## src/rtl/add36_pipe.sv

```systemverilog
// add36_pipe: 2-stage 36-bit adder built from two cs18 carry-select slices; 2-cycle latency.
// Stalls when the output is held; in_ready_o drops only with both stages full. Optional ovf_o: ADD36_OVF_EN.

// cs18: 18-bit carry-select slice, combinational; carry out is active-low.
module cs18 (
  input  logic [17:0] a_i,
  input  logic [17:0] b_i,
  input  logic        ci_i,
  output logic [17:0] s_o,
  output logic        co_n_o
);
  logic [9:0] w_lo;
  logic [9:0] w_hi0;
  logic [9:0] w_hi1;
  logic [9:0] w_hi;

  assign w_lo   = {1'b0, a_i[8:0]} + {1'b0, b_i[8:0]} + {9'd0, ci_i};
  // Upper 9 bits are precomputed for both carry-in values and picked by the low carry.
  assign w_hi0  = {1'b0, a_i[17:9]} + {1'b0, b_i[17:9]};
  assign w_hi1  = {1'b0, a_i[17:9]} + {1'b0, b_i[17:9]} + 10'd1;
  assign w_hi   = w_lo[9] ? w_hi1 : w_hi0;
  assign s_o    = {w_hi[8:0], w_lo[8:0]};
  assign co_n_o = ~w_hi[9];
endmodule

// Purpose: {cout_o, sum_o} = a_i + b_i + cin_i with a saturating completed-op count.
// Latency: 2 cycles, one op per clock sustained.
// Backpressure: out_ready_i low holds the output; stage 1 holds when full.
module add36_pipe #(
  parameter int CNT_W = 16
) (
  input  logic             clk_i,
  input  logic             rst_ni,
  input  logic [35:0]      a_i,
  input  logic [35:0]      b_i,
  input  logic             cin_i,
  input  logic             in_valid_i,
  output logic             in_ready_o,
  output logic [35:0]      sum_o,
  output logic             cout_o,
  output logic             out_valid_o,
  input  logic             out_ready_i,
`ifdef ADD36_OVF_EN
  output logic             ovf_o,
`endif
  output logic [CNT_W-1:0] done_cnt_o
);
  logic        r_s1_valid;
  logic [17:0] r_s1_a_hi;
  logic [17:0] r_s1_b_hi;
  logic [17:0] r_s1_sum_lo;
  logic        r_s1_c18;

  logic        w_adv1;
  logic        w_adv2;
  logic [17:0] w_lo_sum;
  logic        w_lo_co_n;
  logic [17:0] w_hi_sum;
  logic        w_hi_co_n;
  logic        w_xfer_out;

  assign w_adv2     = ~out_valid_o | out_ready_i;
  assign w_adv1     = ~r_s1_valid | w_adv2;
  assign in_ready_o = w_adv1;
  assign w_xfer_out = out_valid_o & out_ready_i;

  cs18 u_lo (
    .a_i    (a_i[17:0]),
    .b_i    (b_i[17:0]),
    .ci_i   (cin_i),
    .s_o    (w_lo_sum),
    .co_n_o (w_lo_co_n)
  );

  cs18 u_hi (
    .a_i    (r_s1_a_hi),
    .b_i    (r_s1_b_hi),
    .ci_i   (r_s1_c18),
    .s_o    (w_hi_sum),
    .co_n_o (w_hi_co_n)
  );

  always_ff @(posedge clk_i or negedge rst_ni) begin
    if (!rst_ni) begin
      r_s1_valid  <= 1'b0;
      r_s1_a_hi   <= '0;
      r_s1_b_hi   <= '0;
      r_s1_sum_lo <= '0;
      r_s1_c18    <= 1'b0;
    end else if (w_adv1) begin
      r_s1_valid <= in_valid_i;
      if (in_valid_i) begin
        r_s1_a_hi   <= a_i[35:18];
        r_s1_b_hi   <= b_i[35:18];
        r_s1_sum_lo <= w_lo_sum;
        r_s1_c18    <= ~w_lo_co_n;
      end
    end
  end

  always_ff @(posedge clk_i or negedge rst_ni) begin
    if (!rst_ni) begin
      out_valid_o <= 1'b0;
      sum_o       <= '0;
      cout_o      <= 1'b0;
`ifdef ADD36_OVF_EN
      ovf_o       <= 1'b0;
`endif
    end else if (w_adv2) begin
      out_valid_o <= r_s1_valid;
      if (r_s1_valid) begin
        sum_o  <= {w_hi_sum, r_s1_sum_lo};
        cout_o <= ~w_hi_co_n;
`ifdef ADD36_OVF_EN
        // Sign bits of both operands travel in the top bit of the stage-1 high halves.
        ovf_o  <= (r_s1_a_hi[17] == r_s1_b_hi[17]) & (w_hi_sum[17] != r_s1_a_hi[17]);
`endif
      end
    end
  end

  always_ff @(posedge clk_i or negedge rst_ni) begin
    if (!rst_ni) begin
      done_cnt_o <= '0;
    end else if (w_xfer_out && (done_cnt_o != {CNT_W{1'b1}})) begin
      done_cnt_o <= done_cnt_o + {{(CNT_W-1){1'b0}}, 1'b1};
    end
  end
endmodule

```

## config.mk

```make
export PLATFORM = sky130hd
export DESIGN_NAME = add36_pipe
export DESIGN_NICKNAME = d
export VERILOG_FILES = /design/src/rtl/add36_pipe.sv
export SDC_FILE = /design/constraint.sdc
export NUM_CORES = 1
export LEC_CHECK = 0
export BUFFER_PORTS_ARGS = -buffer_cell sky130_fd_sc_hd__buf_2
export CAP_MARGIN = 40
export CORE_UTILIZATION = 57
export CTS_BUF_LIST = sky130_fd_sc_hd__clkbuf_4 sky130_fd_sc_hd__clkbuf_8
export CTS_CLUSTER_SIZE = 28
export DETAILED_ROUTE_END_ITERATION = 7
export GPL_TIMING_DRIVEN = 1
export PLACE_DENSITY = 0.81
export SYNTH_ARGS = -nofsm -noshare
export SYNTH_HDL_FRONTEND = slang
export SYNTH_SLANG_ARGS = --single-unit
```

## constraint.sdc

```tcl
create_clock -name clk_i -period 3.1 [get_ports clk_i]
set_clock_uncertainty 0.05 [all_clocks]
set_input_delay 0.62 -clock clk_i [delete_from_list [all_inputs] [get_ports clk_i]]
set_output_delay 0.62 -clock clk_i [all_outputs]
set_load 0.02 [all_outputs]
```

== Word-level counts from Yosys, hierarchy flattened ==
Cells that the tools add are included.

* Register bits after elaboration: 110
* Output and inout bits: 55
* Input port bits: 77

* Muxes and demuxes: 2
* Bitwise gates (word level): 5
* Reductions and logical operators: 3
* Add/subtract/negate cells: 9
* Eq/ne operators: 1

{| class="wikitable"
|+ Operators by type and width
! kind !! count
|-
| $add A9 B9 Y10 || 4
|-
| $add A10 B1 Y10 || 2
|-
| $add A10 B1 Y10 const B || 2
|-
| $mux W10 || 2
|-
| $add A16 B1 Y16 const B || 1
|-
| $ne A16 B16 Y1 const B || 1
|-
| $reduce_and A2 Y1 || 2
|-
| $not A1 Y1 || 2
|-
| $or A1 B1 Y1 || 2
|-
| $and A1 B1 Y1 || 1
|-
| $logic_and A1 B1 Y1 || 1
|}

== Logic depth before layout (Yosys ltp) ==
* Word-level depth: 4
* Mapped depth: 10
* Gate-level depth less buffers: 10

== By module ==
Synthesis repeated with hierarchy kept, for this count alone.

* Cells, all modules: 513
* Area total of the unflattened synthesis: 6227.2 sq um

{| class="wikitable"
|+ By module, submodules not included
! module !! area each (sq um) !! cells each !! times used
|-
| add36_pipe || 4314.1 || 273 || 1
|-
| cs18 (u_lo) || 958.4 || 121 || 1
|-
| cs18 (u_hi) || 954.7 || 119 || 1
|}

== Worst setup path after synthesis ==
OpenSTA, ideal clock, no wires.

* Path type: input to register
* Start point: in a_i[9]
* End point: reg r_s1_c18
* Stages: 8
* Path slack: 102 ps
* Buffers on the path: 0
* Data arrival time: 2876 ps
* Required time: 2978 ps
* Cells stage by stage: ha_1 > fa_1 > a21o_1 > and4_1 > or4_4 > and3b_4 > or4_1 > nand4_1

* Word-level cells in the longest chain between the ends: 3

{| class="wikitable"
|+ Ends and longest elaborated chain
! what !! line !! text
|-
| start: declaration || 34 || <nowiki>input logic [35:0] a_i,</nowiki>
|-
| $add A9 B9 Y10 (*) || 19, 20 ||
|-
| $add A10 B1 Y10 || 20 || <nowiki>assign w_hi1 = {1'b0, a_i[17:9]} + {1'b0, b_i[17:9]} + 10'd1;</nowiki>
|-
| $mux W10 (*) || 21 || <nowiki>assign w_hi = w_lo[9] ? w_hi1 : w_hi0;</nowiki>
|-
| end signal: assignment || 96 || <nowiki>r_s1_c18 <= ~w_lo_co_n;</nowiki>
|-
| end: declaration || 52 || <nowiki>logic r_s1_c18;</nowiki>
|}

Mark *: on every way between the ends. The rest lies on a longest branch, timed or not.
A chain may end at the register's enable or synchronous reset.

== Worst setup path in the final report ==
* Start point: reg r_s1_a_hi[9]
* End point: reg sum_o[35]

* Word-level cells in the longest chain between the ends: 3

{| class="wikitable"
|+ Ends and longest elaborated chain
! what !! line !! text
|-
| start: declaration || 49 || <nowiki>logic [17:0] r_s1_a_hi;</nowiki>
|-
| start signal: assignment || 93 || <nowiki>r_s1_a_hi <= a_i[35:18];</nowiki>
|-
| $add A9 B9 Y10 (*) || 19, 20 ||
|-
| $add A10 B1 Y10 || 20 ||
|-
| $mux W10 (*) || 21 ||
|-
| end signal: assignment || 112 || <nowiki>sum_o <= {w_hi_sum, r_s1_sum_lo};</nowiki>
|-
| end: declaration || 39 || <nowiki>output logic [35:0] sum_o,</nowiki>
|}

Marked as above.

==> impl_metrics.env <==
export IMPL_worstMarginPinSlew_ps=676
export IMPL_synth_compound_area_frac=0.146
export IMPL_outcome="complete, no violations"
export IMPL_fin_crit_ps=2860
export IMPL_arrival_ps=3100
export IMPL_die_y_um=107
export IMPL_synth_top_area_share=0.439
export IMPL_cpMaxStageDelayCell="a211oi_1"
export IMPL_synth_area_leaders="dfrtp_1 (44%), nand2_1 (13%), ha_1 (7.4%)"
export IMPL_synth_edf_count=0
export IMPL_cts_made_buffers=9
export IMPL_dp_slack_ps=-76.0
export IMPL_crit_chain="ha_1, fa_1, a211oi_1, o21a_1, o32a_1, nand3b_1, or4_1, a31oi_1"
export IMPL_drc=0
export IMPL_syn_nets=820
export IMPL_drt_total_wl_um=14600
export IMPL_slowest_delay_ps=440
export IMPL_synthMuxAreaShare=0.00678
export IMPL_fin_cells=971
export IMPL_synth_flop_cell="dfrtp_1"
export IMPL_critPathKind="reg2reg"
export IMPL_syn_area_per_cell_um2=8.96
export IMPL_clkTransAtPathRegs_ps=100
export IMPL_ys_types=57
export IMPL_num_vias=5541
export IMPL_worstSetupStartpoint="r_s1_a_hi[9]"
export IMPL_port_buffer_count=131
export IMPL_cts_hold_buf=0
export IMPL_start_util=0.597
export IMPL_setup_ws_ps=237
export IMPL_drt_wirelength_per_cell_um=15.0
export IMPL_syn_to_final_growth_pct=17.1
export IMPL_final_antenna_net_count=0
export IMPL_synth_area_um2=6270
export IMPL_netlist_top_cells_count="nand2_1 (209), dfrtp_1 (110), o21ai_0 (43), ha_1 (37), xnor2_1 (27)"
export IMPL_reg2reg_setup_slack_ps=240
export IMPL_synth_seq_area_share=0.439
export IMPL_synth_adder_area_share=0.0929
export IMPL_layout_drive_gt1_share=0.210
export IMPL_regToRegStartpoint="r_s1_a_hi[9]"
export IMPL_synth_warnings=0
export IMPL_antenna_found_initial=0
export IMPL_post_cts_setup_buffers=0
export IMPL_p_leak_nw=3.75
export IMPL_dp_hpwl_um=11100
export IMPL_num_rows=37
export IMPL_peakVddDrop_v=0.000478
export IMPL_grt_overflow=0
export IMPL_ctsHtreeMaxLevel=3
export IMPL_cap_violations=0
export IMPL_cts_resized=0
export IMPL_gp_congestion=0.908
export IMPL_finalNetCount=950
export IMPL_core_um2=10500
export IMPL_grt_pass1_vias=5391
export IMPL_synth_top_family_by_area="simple AND/OR/NAND/NOR gates"
export IMPL_post_place_cells=955
export IMPL_synth_xor_area_share=0.0544
export IMPL_clock_fmax_mhz=349
export IMPL_slew_headroom=0.538
export IMPL_drt_pass1_iterations=6
export IMPL_die_area_um2=11400
export IMPL_die_w_um=107
export IMPL_startpoint_type="flip-flop"
export IMPL_yosysTopAreaCell="dfrtp_1"
export IMPL_finalHoldViolations=0
export IMPL_path_max_fanout=4
export IMPL_power_density_nw_per_um2=644
export IMPL_synth_most_common_cell="nand2_1"
export IMPL_async_reset_ff_frac=1.00
export IMPL_boundaryPins=132
export IMPL_worstSetupEndpointType="flip-flop"
export IMPL_ys_seq_elements=110
export IMPL_drt_iter0_markers=346
export IMPL_cts_root_buf="clkbuf_8"
export IMPL_cts_tree="built"
export IMPL_finalCritPeriodShare=0.924
export IMPL_syn_inst=700
export IMPL_yosys_area_share_simple=0.235
export IMPL_clock_latency_ps=370
export IMPL_min_path_type="in2async"
export IMPL_clock_sinks=110
export IMPL_cts_buffer_depth=2
export IMPL_utilization=0.699
export IMPL_antennaDiodeCount=0
export IMPL_grt_pass1_wl_um=24700
export IMPL_grt_start_max_net_pins=58
export IMPL_required_ps=3340
export IMPL_setup_viol=0
export IMPL_viasPerCell=5.71
export IMPL_rsz0062_at_grt="no"
export IMPL_grt_usage=0.272
export IMPL_drv_slew=0
[placed cells by master (no fill, tap or decap), types with 5 or more instances in the layout]
master	count
a211o_1	5
o21bai_1	6
clkbuf_8	11
xor2_1	12
o2111ai_1	7
buf_2	130
and2_1	5
xnor2_1	27
o21ai_0	43
nand3_1	14
a31oi_1	7
nand2_1	208
nor2_1	21
fa_1	6
buf_4	11
inv_1	19
ha_1	37
a21o_1	12
or2_2	7
nand4_1	14
nand2b_1	11
a21oi_1	24
a21boi_0	5
dfrtp_1	110
o31ai_1	6
and3_1	6
nand3b_1	5
[per-stage QoR]
step	TNS (ps)	hold WS, ps	cell area, um^2	power, mW
after floorplan	0	274	6270	3.16
after global placement	-6.10	396	7110	3.67
after detailed placement	-132	408	7110	3.75
after CTS	0	265	7340	4.74
after global routing	0	288	7340	5.04
final	0	243	7340	4.73
[registers in the layout, summed over array words and instances (netlist names)]
| signal | flops |
|---|---|
| out_valid_o | 1 |
| cout_o | 1 |
| r_s1_sum_lo | 18 |
| r_s1_c18 | 1 |
| r_s1_b_hi | 18 |
| r_s1_a_hi | 18 |
| done_cnt_o | 16 |
| r_s1_valid | 1 |
| sum_o | 36 |
[worst paths after layout]
check | to | cells past startpoint
setup / recovery | sum_o[35] | 8
hold / removal | r_s1_sum_lo[4] | 1
setup reg to reg | sum_o[35] | 8
hold reg to reg | sum_o[17] | 2
max in group asynchronous | r_s1_a_hi[3] | 2
min in group clk_i | r_s1_b_hi[1] | 3
[area by class of cell]
type                            count  area, um^2
Multi-Input combinational cell    548        3360
Sequential cell                   110        2750
Timing Repair Buffer              142         753
Clock inverter                      4        77.6
Fill cell                         838        3170
Inverter                           19        71.3
Tap cell                          136         170
Clock buffer                       12         159
[kinds of logic after synthesis]
family / count (synthesis)
buf+inv: 42
xor+xnor: 39
simple gates: 323
mux: 4
compound gates: 139
flops: 110
fa+ha+maj: 43
[where the power goes]
part,switching (mW),internal (mW)
registers,0.226,1.76
clock network,0.474,0.513
logic,1.08,0.679
total,1.78,2.95
[routing by layer]
| layer | vias up | share of wire | global-route usage |
|---|---|---|---|
| met4 | 0 | 0.015 | 0.0734 |
| met5 | - | 0 | 0 |
| met1 | 2660 | 0.46 | 0.361 |
| li1 | 2677 | - | - |
| met2 | 180 | 0.47 | 0.462 |
| met3 | 24 | 0.051 | 0.0438 |
[worst max-delay path: cells and delay by family (launching register included)]
family | cells | cell delay, ps
simple gates | 2 | 530
flops | 1 | 410
compound gates | 4 | 1130
fa+ha+maj | 2 | 660
Note: power is estimated with default switching activity, not from simulation.
